--- src/rtl/cbcdes_arbiter.sv ---
// Message-granular round-robin arbiter sharing one cbcdes core between NCH channels.
// The grant is held from a first block until the result of the block flagged last (or a timeout).
module cbcdes_arbiter #(
    parameter int unsigned NCH     = 2,
    parameter int unsigned TIMEOUT = 1024
) (
    input  logic              clk_i,
    input  logic              reset_i,
    input  logic [NCH-1:0]    ch_valid_i,
    input  logic [NCH-1:0]    ch_first_i,
    input  logic [NCH-1:0]    ch_last_i,
    input  logic [NCH-1:0]    ch_mode_i,
    input  logic [64*NCH-1:0] ch_key_i,
    input  logic [64*NCH-1:0] ch_iv_i,
    input  logic [64*NCH-1:0] ch_data_i,
    output logic [NCH-1:0]    ch_ready_o,
    output logic [63:0]       ch_data_o,
    output logic [NCH-1:0]    ch_valid_o,
    output logic [NCH-1:0]    ch_abort_o,
    output logic              core_start_o,
    output logic              core_mode_o,
    output logic [63:0]       core_key_o,
    output logic [63:0]       core_iv_o,
    output logic [63:0]       core_data_o,
    output logic              core_valid_o,
    input  logic              core_ready_i,
    input  logic [63:0]       core_data_i,
    input  logic              core_valid_i
);

    localparam int unsigned CW = (NCH > 1) ? $clog2(NCH) : 1;
    localparam int unsigned TW = (TIMEOUT > 1) ? $clog2(TIMEOUT) : 1;
    localparam logic [TW-1:0] TMAX = TW'((TIMEOUT > 0) ? (TIMEOUT - 1) : 0);

    typedef enum logic {StIdle, StBusy} state_t;

    state_t         r_state;
    logic [CW-1:0]  r_grant;
    logic [CW-1:0]  r_rr;
    logic           r_inflight;
    logic           r_last;
    logic [TW-1:0]  r_timer;

    logic           w_busy;
    logic           w_found;
    logic [CW-1:0]  w_pick;
    int unsigned    w_idx;
    logic           w_accept;
    logic           w_result;
    logic           w_tmo;
    logic [CW-1:0]  w_rr_next;

    assign w_busy = (r_state == StBusy);

    // Cyclic search for the first start request at or after the rr pointer.
    always_comb begin
        w_found = 1'b0;
        w_pick  = '0;
        w_idx   = 0;
        for (int unsigned i = 0; i < NCH; i++) begin
            w_idx = 32'(r_rr) + i;
            if (w_idx >= NCH) begin
                w_idx = w_idx - NCH;
            end
            if (!w_found && ch_valid_i[CW'(w_idx)] && ch_first_i[CW'(w_idx)]) begin
                w_found = 1'b1;
                w_pick  = CW'(w_idx);
            end
        end
    end

    always_comb begin
        core_valid_o = w_busy & ch_valid_i[r_grant] & ~r_inflight;
        core_start_o = w_busy & ch_first_i[r_grant];
        core_mode_o  = w_busy & ch_mode_i[r_grant];
        core_key_o   = w_busy ? ch_key_i[64*r_grant +: 64]  : '0;
        core_iv_o    = w_busy ? ch_iv_i[64*r_grant +: 64]   : '0;
        core_data_o  = w_busy ? ch_data_i[64*r_grant +: 64] : '0;

        w_accept = core_valid_o & core_ready_i;
        w_result = w_busy & r_inflight & core_valid_i;
        w_tmo    = (TIMEOUT != 0) && w_busy && !r_inflight && !w_accept && (r_timer == TMAX);

        ch_ready_o = '0;
        ch_valid_o = '0;
        ch_abort_o = '0;
        ch_ready_o[r_grant] = w_busy & core_ready_i & ~r_inflight;
        ch_valid_o[r_grant] = w_result;
        ch_abort_o[r_grant] = w_tmo;
        ch_data_o = w_result ? core_data_i : '0;

        w_rr_next = (r_grant == CW'(NCH - 1)) ? '0 : r_grant + 1'b1;
    end

    always_ff @(posedge clk_i or negedge reset_i) begin
        if (!reset_i) begin
            r_state    <= StIdle;
            r_grant    <= '0;
            r_rr       <= '0;
            r_inflight <= 1'b0;
            r_last     <= 1'b0;
            r_timer    <= '0;
        end else begin
            case (r_state)
                StIdle: begin
                    r_inflight <= 1'b0;
                    r_timer    <= '0;
                    if (w_found) begin
                        r_grant <= w_pick;
                        r_state <= StBusy;
                    end
                end
                StBusy: begin
                    if (w_accept) begin
                        r_inflight <= 1'b1;
                        r_last     <= ch_last_i[r_grant];
                        r_timer    <= '0;
                    end else if (w_result) begin
                        r_inflight <= 1'b0;
                        if (r_last) begin
                            r_state <= StIdle;
                            r_rr    <= w_rr_next;
                        end
                    end else if (w_tmo) begin
                        r_state <= StIdle;
                        r_rr    <= w_rr_next;
                        r_timer <= '0;
                    end else if (!r_inflight && (TIMEOUT != 0)) begin
                        r_timer <= r_timer + 1'b1;
                    end
                end
                default: r_state <= StIdle;
            endcase
        end
    end

endmodule

--- config.mk ---
export PLATFORM = sky130hd
export DESIGN_NAME = cbcdes_arbiter
export DESIGN_NICKNAME = d
export VERILOG_FILES = /design/src/rtl/cbcdes_arbiter.sv
export SDC_FILE = /design/constraint.sdc
export NUM_CORES = 1
export LEC_CHECK = 0
export ABC_AREA = 1
export CORE_AREA = 2 2 285 287
export CTS_CLUSTER_SIZE = 14
export DETAILED_ROUTE_END_ITERATION = 8
export DIE_AREA = 0 0 287 289
export PLACE_DENSITY = 0.39
export SETUP_SLACK_MARGIN = 0.3
export SLEW_MARGIN = 20
export SYNTH_ARGS = -nofsm -noshare
export SYNTH_HDL_FRONTEND = slang
export SYNTH_SLANG_ARGS = --single-unit
--- constraint.sdc ---
create_clock -name clk_i -period 3.05 [get_ports clk_i]
set_input_delay 0.915 -clock clk_i [delete_from_list [all_inputs] [get_ports clk_i]]
set_output_delay 0.915 -clock clk_i [all_outputs]
set_load 0.02 [all_outputs]
# Word-level counts from Yosys, hierarchy flattened
# Cells that the tools add are included.
[op_classes]
add_sub_neg = 5
order_cmp = 6
n_eq_ne = 5
shifts = 3
mux = 46
n_bitwise = 15
reduce_logical = 15
[op_table]
columns = ["operator", "n"]
rows = [
  ["$shiftx 128x8->64", 3],
  ["$mux 64", 4],
  ["$mux 10", 4],
  ["$mux 1", 34],
  ["$pmux 10 s2", 1],
  ["$add 10x1->10 const B", 1],
  ["$eq 10x10->1 const B", 1],
  ["$and 1x1->1", 9],
  ["$logic_and 1x1->1", 7],
  ["$and 2x2->2", 3],
  ["$lt 1x2->1 const B", 3],
  ["$reduce_and 2->1", 3],
  ["$ne 4x2->1 const B", 1],
  ["$pmux 1 s2", 2],
  ["$reduce_and 4->1", 1],
  ["$logic_not 1->1", 3],
  ["$ne 3x1->1 const B", 1],
  ["$ne 3x3->1 const B", 1],
  ["$not 1->1", 3],
  ["$add 1x1->2 const B", 1],
  ["$ge 1x2->1 const B", 1],
  ["$ge 2x2->1 const B", 1],
  ["$ne 2x2->1 const B", 1],
  ["$reduce_bool 2->1", 1],
  ["4 further kinds", 5],
]
[word_totals]
register_bits = 15
out_inout_bits = 265
wordCells = 101

# Depth between registers and ports, before layout
[logic_depth]
word_depth = 12
depth_mapped = 9

# Least setup slack after synthesis
# OpenSTA, ideal clock, no wires.
[synth_path]
kind = "input port to output port"
startpoint = "in ch_valid_i[1]"
endpoint = "out ch_abort_o[0]"
arrival_time_ns = 1.641
slack_ns = 0.494
cell_stages = 7
path_cell_list = "inv_1 nand2_1 nand3_2 nor2_4 nor2_2 nand2_1 nor2_1"
[synth_via]
elab_chain_cells = 9
[synth_lines]
columns = ["item", "line_no", "source"]
rows = [
  ["start: declaration", "9", "input logic [NCH-1:0] ch_valid_i,"],
  ["$mux 1 (not written as such) (2 in a row)", "73", "core_valid_o = w_busy & ch_valid_i[r_grant] & ~r_inflight;"],
  ["$and 1x1->1 (2 in a row)", "73", ""],
  ["$and 1x1->1", "80", "w_accept = core_valid_o & core_ready_i;"],
  ["$logic_not 1->1", "82", "w_tmo = (TIMEOUT != 0) && w_busy && !r_inflight && !w_accept && (r_timer == TMAX);"],
  ["$logic_and 1x1->1 (2 in a row)", "82", ""],
  ["$and 2x2->2 (no line)", "--", ""],
  ["end: declaration", "19", "output logic [NCH-1:0] ch_abort_o,"],
]
# Every way passes these cells. The select of a mux whose other input is x is not followed.

# Worst setup path after layout
[layout_path]
startpoint = "in ch_key_i[62]"
endpoint = "out core_key_o[62]"
[layout_via]
elab_chain_cells = 2
[layout_lines]
columns = ["item", "line_no", "source"]
rows = [
  ["start: declaration", "13", "input logic [64*NCH-1:0] ch_key_i,"],
  ["$shiftx 128x8->64", "76", "core_key_o = w_busy ? ch_key_i[64*r_grant +: 64] : '0;"],
  ["$mux 64", "76", ""],
  ["end: declaration", "22", "output logic [63:0] core_key_o,"],
]
# Every way passes these cells.

==> results list <==
- Cell area after placement: between 10,000 and 15,000 µm²
- The share of synthesized area in the top cell type comes to a little over a third.
* Global-route wire length before repair: 70,460 µm
- HPWL after detailed placement: 44,050 µm
- The synthesized netlist devotes about 24% of its cell area to compound gates.
- Along the worst path, the maximum fanout reaches 1.
* Crit. End Element: output port
- Synth Area in Adders: less than 1%
* Largest net degree at the start of global routing: between 60 and 70
* Number of sinks handled by clock tree synthesis: 15
- Setup violations remaining at the end of the flow were counted as 0.
- Buffers inserted during clock tree synthesis total 3.
- Among all stages on the critical path, the largest delay is contributed by sky130_fd_sc_hd__clkdlybuf4s50_1.
* PortBufs: between 700 and 800
* Post-synth top flop: sky130_fd_sc_hd__dfrtp_1
* Share of the yosys chip area belonging to registers: 8.626%
- Routed wire per std cell: between 15 and 20 µm
- Dividing the final minimum period by the clock period gives about nine tenths.
- Met1 demand-to-capacity share in global routing: 15.27%
- Dividing the detail-routed via count by the number of cells gives between 3 and 4.
* Die X: roughly 290 µm
- The synthesized netlist contains 25 unique library cells.
* Area of the placeable core: 79,900 µm²
- Library cell occupying the most area in the post-synthesis netlist: sky130_fd_sc_hd__nor2_1
- Max incr delay on CP: 0.48 ns
- The tool flagged a number of max-cap violations equal to 0.
- Setup repair after global routing could not meet its margin everywhere.
* Cell at the root of the clock tree: sky130_fd_sc_hd__clkbuf_16
* All-layer global routing usage: between 10% and 20%
- Final-report max-slew violation count: 0
* Critical path class: in2out
* TritonCTS clock tree: built
- Area of the mapped netlist: between 4000 and 5000 µm²
- Sequence of cells on the critical path: clkdlybuf4s50_1, o21ai_2, nor2_2, buf_6
- Clock latency on the worst-skew pair, taken at its later pin, is 0.25 ns.
* Crit path time final: around 2.8 ns
* Worst-case clock buffer depth: 2
* Placer's final routability congestion estimate: between 0.8 and 0.9
- Summing the areas of all xor and xnor instances in the mapped netlist gives less than 1% of the synthesized area.
* Yosys warning count: 0
- In this run, synthesis inferred 0 flip-flops with an integrated enable.
* Syn nets: 1,365
* Multiplexer share of the synthesized area: 0%
- In this run, synthesis produced a sequential element count of 15.
- In this run the worst hold path is classified as reg2reg.
* Routing usage on met2: 19.37%
* Peak Freq: around 360 MHz
- Least-Margin Pin Slew: roughly 0.77 ns
- around 730 I/O pins were placed.
- Once the floorplan was initialized, standard cells occupied around 5.4% of the core.
* DR pass1 iterations: 4
* Share of layout cells above drive strength 1: roughly 37%
* Run status: finished, final reports clean
- Layout overhead on the synthesized area: 249.1%
- Startpoint types: input pin
- Final cell count without fillers: about 2,700
- The setup check on the worst reg-to-reg path leaves a slack of ~1.3 ns.
- Leftover overflow at the end of global routing: 0
- H-tree levels: 1
- Leaving out fill and tap cells, the most frequent cell in the layout is sky130_fd_sc_hd__clkdlybuf4s50_1.
- After clock tree synthesis, the flow added hold-fix buffers numbering 0.
* Antenna violations before repair: 15
- Die ar.: about 83,000 µm²
* Power density normalized to cell area: 1007 nW/µm²
- Per-instance average area after synthesis: roughly 4.8 µm²
* Setup Skew: ~0.0059 ns
* Remaining number of nets flagged by the antenna check after routing: 0
- Data on the critical path is required at its endpoint by 2.13 ns.
- Net total in the final layout: approximately 2,100
* Row cnt: roughly 100
- STA puts the critical path data arrival time at around 1.9 ns.
- After synthesis, the largest family of logic cells by area is simple AND/OR/NAND/NOR gates.
- After clock tree synthesis, the clock-pin slew on the worst setup and hold paths is roughly 0.05 ns.
- In the layout the commonest cells are sky130_fd_sc_hd__clkdlybuf4s50_1, sky130_fd_sc_hd__nor2_1, sky130_fd_sc_hd__o21ai_0.
* Placed cells: ~2,700
- For this run, design rule violations remaining after detail routing come to 0.
- Synthesis produced about 900 cells.
* Largest cells by area after synthesis: sky130_fd_sc_hd__nor2_1, sky130_fd_sc_hd__o21ai_0, sky130_fd_sc_hd__dfrtp_1
- Power after layout: 15.30 mW
- VDD sags by at most ~370 µV.
* Post-Synth Simple-Gate Area: 50.86%
* Gr busiest metal: met2
- Leakage power: 6.541 nW
* Core Util, Final: 19.02%
* Vias in the first global route: 9,202
- Cell area after layout: between 15,000 and 20,000 µm²
* DRC marker count from the first detailed-route iteration: ~250
- Filler Cells Inserted: between 9,000 and 10,000
- Summed over all layers, the routed wires come to roughly 54,000 µm.
- Global-route track usage on met3: 4.748%
- The worst pin sits at a relative slew slack of between 40% and 50%.
- Inserted Diodes: 0
- After synthesis, the share of flip-flops with an asynchronous set or reset is 100.0%.
* Number of failing hold endpoints at the final stage: 0
- The die is 289 µm tall.
- The routed layout has 9,024 vias.
worst paths after layout:
path / cells after the start / from / to
min: 2 / r_rr$_DFFE_PN0P_ / r_rr$_DFFE_PN0P_
max: 4 / ch_key_i[62] / core_key_o[62]
max reg2reg: 11 / r_grant$_DFFE_PN0P_ / r_timer[9]$_DFFE_PN0P_
min in group asynchronous: 1 / reset_i / r_inflight$_DFFE_PN0P_
min reg2reg: 2 / r_rr$_DFFE_PN0P_ / r_rr$_DFFE_PN0P_
max in group asynchronous: 1 / reset_i / r_grant$_DFFE_PN0P_
final cells by class:
cell class	instances	area [µm²]	area share, %
Timing Repair Buffer	837	8985	59.14
Multi-Input combinational cell	736	4105	27.02
Clock buffer	3	75.07	0.4941
Tap cell	1060	1326	8.729
Sequential cell	15	382.9	2.520
Inverter	79	311.5	2.051
Clock inverter	1	7.507	0.04941
logic make-up after synthesis:
group	after synthesis
XOR/XNOR	3
buffers and inverters	153
AO/OA/AOI/OAI	207
adder cells (fa/ha/maj)	1
AND/OR/NAND/NOR	525
flip-flops	15
sequential cells by signal, indices dropped and copies added (netlist names):
name,count
r_rr,1
r_last,1
r_inflight,1
r_grant,1
r_timer,10
r_state,1
cells in the mapped netlist, types with 2 or more instances:
library cell,number
sky130_fd_sc_hd__nand3_1,11
sky130_fd_sc_hd__nand2_2,2
sky130_fd_sc_hd__nand2_1,29
sky130_fd_sc_hd__buf_6,6
sky130_fd_sc_hd__nor2_2,39
sky130_fd_sc_hd__nor2_4,13
sky130_fd_sc_hd__buf_2,22
sky130_fd_sc_hd__xor2_1,3
sky130_fd_sc_hd__inv_2,4
sky130_fd_sc_hd__buf_4,6
sky130_fd_sc_hd__o21ai_0,199
sky130_fd_sc_hd__o21ai_1,3
sky130_fd_sc_hd__inv_1,75
sky130_fd_sc_hd__clkbuf_1,40
sky130_fd_sc_hd__dfrtp_1,15
sky130_fd_sc_hd__nand4_1,3
sky130_fd_sc_hd__nand3_2,2
sky130_fd_sc_hd__nor2_1,425
routing by layer:
metal  vias to the layer above  part of all wire (%)
li1                       4350                     -
met1                      4105                    42
met2                       508                    45
met3                        45                    11
met4                        16                   1.2
met5                         -                  0.19
per-stage QoR:
step / TNS, ns / hold slack (ns) / worst slack, ns
after floorplan: 0 / 0.4759 / 0.4938
after global placement: -32.35 / 0.4964 / -0.4187
after detailed placement: -33.55 / 0.5121 / -0.4579
after CTS: 0 / 0.5235 / 0.1766
after global routing: 0 / 0.5498 / 0.2108
final: 0 / 0.5224 / 0.2514
repair_timing:
item,4_1_cts,5_1_grt
resized for setup,824,322
pin swaps,65,96
cloned,15,5
buffers inserted,21,6
setup endpoints to repair,255,185
report_power, final:
| group | switching [mW] | total, mW | internal (mW) |
|---|---|---|---|
| Sequential | 0.0611 | 0.322 | 0.261 |
| Clock | 0.0912 | 0.268 | 0.177 |
| Combinational | 8.13 | 14.7 | 6.58 |
critical path: cells and delay by family:
kind                   cells  cell delay (ns)
AOI/OAI and AO/OA          1             0.06
buffers and inverters      2             0.65
and+or+nand+nor            1             0.26
Power figures use the tool's default switching activity.
